==> config.mk <==
export PLATFORM = sky130hd
export DESIGN_NAME = tail_light_sequencer
export DESIGN_NICKNAME = d
export VERILOG_FILES = /design/src/rtl/tail_light_sequencer_pkg.sv /design/src/rtl/tail_light_sequencer_blink_timer.sv /design/src/rtl/tail_light_sequencer.sv
export SDC_FILE = /design/constraint.sdc
export NUM_CORES = 1
export LEC_CHECK = 0
export CORE_AREA = 5 5 68 70
export DETAILED_ROUTE_END_ITERATION = 6
export DIE_AREA = 0 0 73 75
export GPL_ROUTABILITY_DRIVEN = 1
export PLACE_DENSITY = 0.71
export SLEW_MARGIN = 5
export SYNTH_ARGS = -nofsm -noshare
export SYNTH_HDL_FRONTEND = slang
export SYNTH_HIERARCHICAL = 1
export SYNTH_SLANG_ARGS = --single-unit
==> constraint.sdc <==
create_clock -name clk -period 2.31 [get_ports clk]
set_input_delay 0.462 -clock clk [delete_from_list [all_inputs] [get_ports clk]]
set_output_delay 0.462 -clock clk [all_outputs]
set_load 0.1 [all_outputs]
==> src/rtl/tail_light_sequencer_pkg.sv <==
`default_nettype none
// ============================================================================
// tail_light_sequencer_pkg : state codes and state classification helpers
// Revision: 1.0
// ============================================================================
package tail_light_sequencer_pkg;

  typedef enum logic [3:0] {
    S_IDLE    = 4'd0,
    S_HAZARD  = 4'd1,
    S_BRAKE   = 4'd3,
    S_TURN_R  = 4'd4,
    S_TURN_L  = 4'd5,
    S_BTURN_R = 4'd6,
    S_BTURN_L = 4'd7
  } state_t;

  function automatic logic is_legal(input state_t s);
    case (s)
      S_IDLE, S_HAZARD, S_BRAKE, S_TURN_R, S_TURN_L, S_BTURN_R, S_BTURN_L: is_legal = 1'b1;
      default: is_legal = 1'b0;
    endcase
  endfunction

  function automatic logic is_turn(input state_t s);
    is_turn = (s == S_TURN_R) || (s == S_TURN_L) || (s == S_BTURN_R) || (s == S_BTURN_L);
  endfunction

  function automatic logic is_left(input state_t s);
    is_left = (s == S_TURN_L) || (s == S_BTURN_L);
  endfunction

endpackage
`default_nettype wire

==> src/rtl/tail_light_sequencer_blink_timer.sv <==
`default_nettype none
// ============================================================================
// blink_timer : free-running animation step divider with synchronous clear
// Revision: 1.0
// ============================================================================
module blink_timer #(
  parameter int TICK_DIV = 25_000_000,
  parameter int DIV_W    = 25
) (
  input  logic clk,
  input  logic rst,
  input  logic clear,
  output logic tick
);

  localparam logic [DIV_W-1:0] C_LAST = DIV_W'(TICK_DIV - 1);

  logic [DIV_W-1:0] count_q;

  always_ff @(posedge clk or posedge rst) begin
    if (rst) begin
      count_q <= '0;
    end else if (clear || (count_q == C_LAST)) begin
      count_q <= '0;
    end else begin
      count_q <= count_q + 1'b1;
    end
  end

  assign tick = (count_q == C_LAST);

endmodule
`default_nettype wire

==> src/rtl/tail_light_sequencer.sv <==
`default_nettype none
// ============================================================================
// tail_light_sequencer : turn/hazard/brake tail-light controller with chase
// Revision: 1.0
// ============================================================================
module tail_light_sequencer
  import tail_light_sequencer_pkg::*;
#(
  parameter int LAMPS_PER_SIDE = 3,
  parameter int TICK_DIV       = 25_000_000,
  parameter int DIV_W          = 25
) (
  input  logic                      clk,
  input  logic                      rst,
  input  logic                      hazard_sw,
  input  logic                      turn_sw,
  input  logic                      brake_sw,
  input  logic                      dir_left,
  output logic [LAMPS_PER_SIDE-1:0] lamps_l,
  output logic [LAMPS_PER_SIDE-1:0] lamps_r,
  output logic [3:0]                state_o,
  output logic                      tick_o
);

  localparam int                            C_STEP_W   = $clog2(LAMPS_PER_SIDE + 1);
  localparam logic [C_STEP_W-1:0]           C_STEP_MAX = C_STEP_W'(LAMPS_PER_SIDE);
  localparam logic [LAMPS_PER_SIDE-1:0]     C_ALL_ON   = '1;

  state_t                    state_q, state_d;
  logic [C_STEP_W-1:0]       step_q;
  logic                      hz_q;
  logic [LAMPS_PER_SIDE-1:0] lamps_l_q, lamps_r_q;
  logic [LAMPS_PER_SIDE-1:0] lamps_l_d, lamps_r_d;
  logic [LAMPS_PER_SIDE-1:0] therm_d;
  logic                      restart_d;
  logic                      tick_d;

  always_comb begin
    state_d = S_IDLE;
    if (!is_legal(state_q))          state_d = S_IDLE;
    else if (hazard_sw)              state_d = S_HAZARD;
    else if (brake_sw && turn_sw)    state_d = dir_left ? S_BTURN_L : S_BTURN_R;
    else if (brake_sw)               state_d = S_BRAKE;
    else if (turn_sw)                state_d = dir_left ? S_TURN_L : S_TURN_R;
  end

  assign restart_d = (state_d != state_q);

  blink_timer #(
    .TICK_DIV (TICK_DIV),
    .DIV_W    (DIV_W)
  ) u_blink_timer (
    .clk   (clk),
    .rst   (rst),
    .clear (restart_d),
    .tick  (tick_d)
  );

  always_comb begin
    therm_d = '0;
    for (int i = 0; i < LAMPS_PER_SIDE; i++) begin
      if (i < int'(step_q)) therm_d[i] = 1'b1;
    end
  end

  // Decode from the registered state so lamps lag the state register by one clk.
  always_comb begin
    lamps_l_d = '0;
    lamps_r_d = '0;
    case (state_q)
      S_HAZARD: begin
        lamps_l_d = hz_q ? C_ALL_ON : '0;
        lamps_r_d = hz_q ? C_ALL_ON : '0;
      end
      S_BRAKE: begin
        lamps_l_d = C_ALL_ON;
        lamps_r_d = C_ALL_ON;
      end
      S_TURN_L:  lamps_l_d = therm_d;
      S_TURN_R:  lamps_r_d = therm_d;
      S_BTURN_L: begin
        lamps_l_d = therm_d;
        lamps_r_d = C_ALL_ON;
      end
      S_BTURN_R: begin
        lamps_l_d = C_ALL_ON;
        lamps_r_d = therm_d;
      end
      default: begin
        lamps_l_d = '0;
        lamps_r_d = '0;
      end
    endcase
  end

  always_ff @(posedge clk or posedge rst) begin
    if (rst) begin
      state_q   <= S_IDLE;
      step_q    <= '0;
      hz_q      <= 1'b0;
      lamps_l_q <= '0;
      lamps_r_q <= '0;
    end else begin
      state_q   <= state_d;
      lamps_l_q <= lamps_l_d;
      lamps_r_q <= lamps_r_d;
      if (restart_d) begin
        step_q <= '0;
        hz_q   <= 1'b1;
      end else begin
        if (is_turn(state_q) && tick_d) begin
          step_q <= (step_q == C_STEP_MAX) ? '0 : step_q + 1'b1;
        end
        if ((state_q == S_HAZARD) && tick_d) begin
          hz_q <= ~hz_q;
        end
      end
    end
  end

  assign lamps_l = lamps_l_q;
  assign lamps_r = lamps_r_q;
  assign state_o = state_q;
  assign tick_o  = tick_d;

endmodule
`default_nettype wire

==> results.toml <==
[floorplanning]
die_height_microns = 75
die_x_microns = 73
start_util = 0.487
coreArea_sq_um = 3910
rows = 23
die_area_sq_um = 5480
pin_count = 17

[logic_synthesis]
syn_area_per_cell_sq_um = 9.48
netlist_area_sq_um = 1910
netlist.area_leader.share = 0.486
synth_area_leader_cell = "dfrtp_1"
ys_ff_latch = 37
ys_types = 41
syn_nets = 210
netlist_instances = 201
synth-edff-count = 0
synth_seq_area_share = 0.486
ys_warn_count = 6
synthTopCellsByArea = "dfrtp_1, nor2_1, xnor2_1"
async_reset_ff_frac = 1.00
synth_ff_type = "dfrtp_1"

[timing]
post-route-min-period_ns = 2.35
hold_viol = 0
period_share = 1.02
fmax_ghz = 0.425
whs_ns = 0.492
rsz0062_at_grt = "yes"
fin_worst_skew_ns = 0.00845
worst_slack_ns = -0.0439
setup_viol = 1
drv_slew = 0

[pwr]
p_int_mw = 1.08
ir_worst_vdd_mv = 0.323
clock_power_share = 0.378
power_density_nw_per_um2 = 647
pwr-share-comb = 0.173
p_sw_frac = 0.286
seqPwrFrac = 0.449
p_leak_nw = 0.941
power.switching_uw = 434

[routing]
totalWireLength_microns = 3850
drc = 0
postRouteAntennaNets = 0
vias_per_cell = 5.42
avgRoutedWirePerCell_microns = 13.6
drt_iter0_drc = 103
vias = 1529
first_pass_iters = 4

[place]
routabilityCongestion = 0.846
place_ws_ns = -0.0556
post-dp-hpwl_microns = 2680
io_buffers = 15
post_dp_cell_area_sq_um = 2200

[worst_setup_path]
cp_cell_sequence = "or4_4, nor4_4, buf_12"
reg2reg_from = "u_blink_timer/count_q[0]"
crit_arrival_ns = 1.89
cp-startpoint = "u_blink_timer/count_q[10]"
crit_path_start_kind = "flop"
r2r_end = "u_blink_timer/count_q[16]"
max_stage_delay_ns = 0.60
crit_path_top_delay_cell = "or4_4"
crit_type = "reg -> out"
end_kind = "output pin"
r2r_setup_slack_ns = 0.19
worstPathRequired_ns = 1.85
crit_fanout = 4
r2r_cells = 6

[hold_path]
holdPathEnd = "u_blink_timer/count_q[0]"
hold_class = "reg -> reg"
worstHoldStart = "u_blink_timer/count_q[0]"
hold_depth = 1

[finish]
drive_above_1_share = 0.216
final_nets = 240
num_antenna_cells = 0
fillers = 346
final_cell_mix = "dfrtp_1, buf_4, nor2_1"
seq_area_sq_um = 928
layout_commonest_cell = "dfrtp_1"
multi_input_area_sq_um = 925
areaGrowthSynthToFinish_pct = 23.1
finish.instance_area_sq_um = 2350
final_util = 0.599

[clock_network]
cts_sinks = 37
cts_tree = "built"
cts.reportedPaths.clkPinSlew_ns = 0.07
cts_root_buffer = "clkbuf_8"
clock_latency_ns = 0.29
cts_buffers = 5
htree_levels = 2
cts.path.max_buffers = 2

[global_routing]
first_global_vias = 1496
antenna_found_initial = 0
grt_pass1_wl_microns = 6380
grt_max_degree = 26
grt_overflow = 0
grt.total_usage = 0.153

[job]
cap_violations = 0

[status]
status = "finished with violations"
violations = "negative setup slack"
-- timing repair --
action | in CTS | in global routing
resized for setup | 0 | 1
gates cloned | 0 | 0
pin swaps | 1 | 1
endpoints found under the setup margin | 1 | 2
buffers inserted | 1 | 2
hold buffers | 0 | 0
-- worst max path at each step --
| stage | endpoint | slack (ns) | cells past startpoint |
|---|---|---|---|
| after floorplan | step_q[0] | -0.34 | 8 |
| after global placement | u_blink_timer/count_q[16] | -0.006 | 8 |
| after detailed placement | u_blink_timer/count_q[16] | -0.06 | 8 |
| after CTS | tick_o | -0.07 | 3 |
| after global routing | tick_o | -0.09 | 3 |
| final | tick_o | -0.04 | 3 |
-- power groups by stage --
stage	clock [mW]	combinational (mW)	sequential [mW]
global route	0.622	0.282	0.684
global placement	0	0.264	0.694
floorplan	0	0.0785	0.811
CTS	0.597	0.267	0.682
detailed placement	0	0.266	0.695
finish	0.574	0.263	0.682
-- state kept, by name, indices dropped and copies added, names as in the netlist --
signal	flops
u_blink_timer/count_q	25
lamps_l	3
lamps_r	3
state_o	3
step_q	2
hz_q	1
-- synth_stat cells, types with 3 or more instances --
library cell	n
dfrtp_1	37
nor2_1	22
nand2_1	14
inv_1	13
a21oi_1	12
nand3_1	9
o21ai_0	9
xnor2_1	9
or4_1	7
o31ai_1	6
buf_2	5
nand4_1	5
or3_1	5
xor2_1	5
nor3_1	4
nor4_1	4
a31oi_1	3
ha_1	3
-- critical path, delay by kind of cell, from the launching register on --
family / cells / cell delay, ns
simple gates: 2 / 0.96
buf+inv: 1 / 0.22
flops: 1 / 0.42
-- stage by stage --
stage / setup TNS [ns] / cells / power (mW)
final: -0.0439 / 282 / 1.52
after global routing: -0.0894 / 282 / 1.59
after CTS: -0.0747 / 280 / 1.55
after detailed placement: -0.718 / 271 / 0.961
after global placement: -0.00930 / 271 / 0.958
after floorplan: -1.04 / 201 / 0.890
-- cell families (layout without fill, tap and decap cells) --
family / after synthesis / after routing / synth area share
buffers and inverters: 22 / 53 / 0.0492
other: 1 / 1 / 0.00197
adder cells (fa/ha/maj): 3 / 3 / 0.0197
AO/OA/AOI/OAI: 38 / 38 / 0.135
XOR/XNOR: 14 / 14 / 0.0643
flip-flops: 37 / 37 / 0.486
AND/OR/NAND/NOR: 85 / 85 / 0.239
multiplexers: 1 / 1 / 0.00525
-- per-layer routing --
layer	up-vias	track usage	part of all wire
met5	-	0	0
met4	0	0.0799	0.024
met3	11	0.0401	0.044
met2	42	0.265	0.51
met1	716	0.173	0.42
li1	760	-	-
-- area by class of cell --
cell class | instances | share of cell area
Sequential cell | 37 | 0.396
Clock inverter | 1 | 0.0128
Inverter | 13 | 0.0208
Timing Repair Buffer | 32 | 0.113
Tap cell | 50 | 0.0267
Clock buffer | 7 | 0.0368
Multi-Input combinational cell | 142 | 0.394
Note: power is estimated with default switching activity, not from simulation.
==> patch, RTL diff (same flow settings) <==
Remove the register `lamps_r_q`: a continuous assignment takes its place, so the output `lamps_r` follows one clock earlier.
--- a/src/rtl/tail_light_sequencer.sv
+++ b/src/rtl/tail_light_sequencer.sv
@@ -101,3 +101,2 @@
       lamps_l_q <= '0;
-      lamps_r_q <= '0;
     end else begin
@@ -105,3 +104,2 @@
       lamps_l_q <= lamps_l_d;
-      lamps_r_q <= lamps_r_d;
       if (restart_d) begin
@@ -120,2 +118,4 @@
 
+  assign lamps_r_q = lamps_r_d;
+
   assign lamps_l = lamps_l_q;
Formal check against the unedited RTL: not equivalent (a bounded check fails within 4 cycles, from zero or initial values and one cycle with rst high).
==> patch against the original RTL <==
- wire length grew 3.9%
- clock power shrank 21%
- total power shrank 9.4%
- critical path depth is the same
- final cell count grew 0.71%
- area after synthesis shrank 3.9%
- combinational power grew 13%
- sequential cell count shrank 3
- setup slack gained 66 ps
- cell area grew 1.9%
- via count grew 1.1%
- count of clock-buffer cells in the layout is the same
- non-clock buffer count grew 5
- maximum frequency grew 2.9%
- largest cell class is now multi-input gates
==> patch: results (changes against the original RTL) <==
| Metric | Value |
|---|---|
| Status | completed (was finished, violations left) |
| Register area share after synthesis | 0.465 (was 0.486) |
| Switching share of power | 0.317 (was 0.286) |
| Crit Path Max Fanout | 2 (was 4) |
| Worst-Skew Late Latency | 280 ps |
| Crit path launch | u_blink_timer/count_q[8] (was u_blink_timer/count_q[10]) |
| VDD IR max | 0.456 mV (was 0.323 mV) |
| Layout Skew | 7.27 ps (was 8.45 ps) |
| Filler cells | 330 (was 346) |
| Via/cell ratio | 5.44 (was 5.42) |
| Synth Area in Compound Gates | 0.140 (was 0.135) |
| Total Routing Usage GR | 0.160 (was 0.153) |
| Post-Synth XOR/XNOR Area | 0.0670 (was 0.0643) |
| Met1 Use GR | 0.187 (was 0.173) |
| Synth unique cells | 41 (unchanged) |
| Reg-to-Reg End | u_blink_timer/count_q[24] (was u_blink_timer/count_q[16]) |
| DP Worst Slack | 2.00 ps (was -55.6 ps) |
| GPL Wtd Cong | 0.791 (was 0.846) |
| Wire length on met3 | 206 µm (was 170 µm) |
| Drt total wl | 4.00 mm (was 3.85 mm) |
| Met2 WL | 2.00 mm (was 1.97 mm) |
| Critical path's largest stage delay | 550 ps (was 600 ps) |
| Dpl cells | 267 (was 271) |
| Leak Pwr | 0.944 nW (was 0.941 nW) |
| Layout Nets | 242 (was 240) |
| Syn_nets | 207 (was 210) |
| Top cells by area, synth | dfrtp_1 46%, nor2_1 4.5%, xnor2_1 4.3%, a21oi_1 3.3%, nand2_1 2.9% (was dfrtp_1 49%, nor2_1 4.3%, xnor2_1 4.1%, a21oi_1 3.2%, nand2_1 2.8%) |
| DR iter-0 viols | 67 (was 103) |
| Wl on met1 | 1.73 mm (was 1.62 mm) |
| Global routing usage on met3 | 0.0454 (was 0.0401) |
| Adder-Cell Fraction of Synth Area | 0.0205 (was 0.0197) |
| Vias in the first global route | 1,490 (was 1,496) |
| Int Pwr | 0.000940 W (was 0.00108 W) |
| Mux share of post-synthesis cell area | 0.00547 (was 0.00525) |
| Layout cells sized above 1 | 0.274 (was 0.216) |
| Cell depth of the worst flop-to-flop path | 5 (was 6) |
| Synth Area per Inst | 9.24 µm² (was 9.48 µm²) |
| Clock Power | 0.000456 W (was 0.000574 W) |
| Hold WS | 455 ps (was 492 ps) |
| Dpl cell area | 2210 µm² (was 2200 µm²) |
| Final HPWL DP | 2.70 mm (was 2.68 mm) |
| Worst hold path class | in2async (was reg2reg) |
| Top cells by count, synth | 34 x dfrtp_1, 22 x nor2_1, 14 x nand2_1, 13 x inv_1, 12 x a21oi_1 (was 37 x dfrtp_1, 22 x nor2_1, 14 x nand2_1, 13 x inv_1, 12 x a21oi_1) |
| Post-route insts no fill | 284 (was 282) |
-- patch: timing repair --
| item | in CTS | in global routing |
|---|---|---|
| pin swaps | 1 | 4 |
| hold endpoints to repair | 0 | 0 |
| endpoints found under the setup margin | 1 | 3 |
| setup buffers | 6 | 3 |
| resized for setup | 3 | 4 |
-- patch: cell type report --
class	instances	area, µm²	share of cell area
clock inverters	1	5.00	0.00209
repair buffers	37	353	0.148
well taps	50	62.6	0.0262
clock buffers	7	86.3	0.0361
flip-flops and latches	34	858	0.359
inverters	13	48.8	0.0204
multi-input cells	142	976	0.408
-- patch: worst reg2reg max path, delay by kind of cell (launching register included) --
family,cells,cell delay [ps]
AOI/OAI and AO/OA,1,150
adders and majority gates,1,180
DFF,1,430
and+or+nand+nor,3,1270
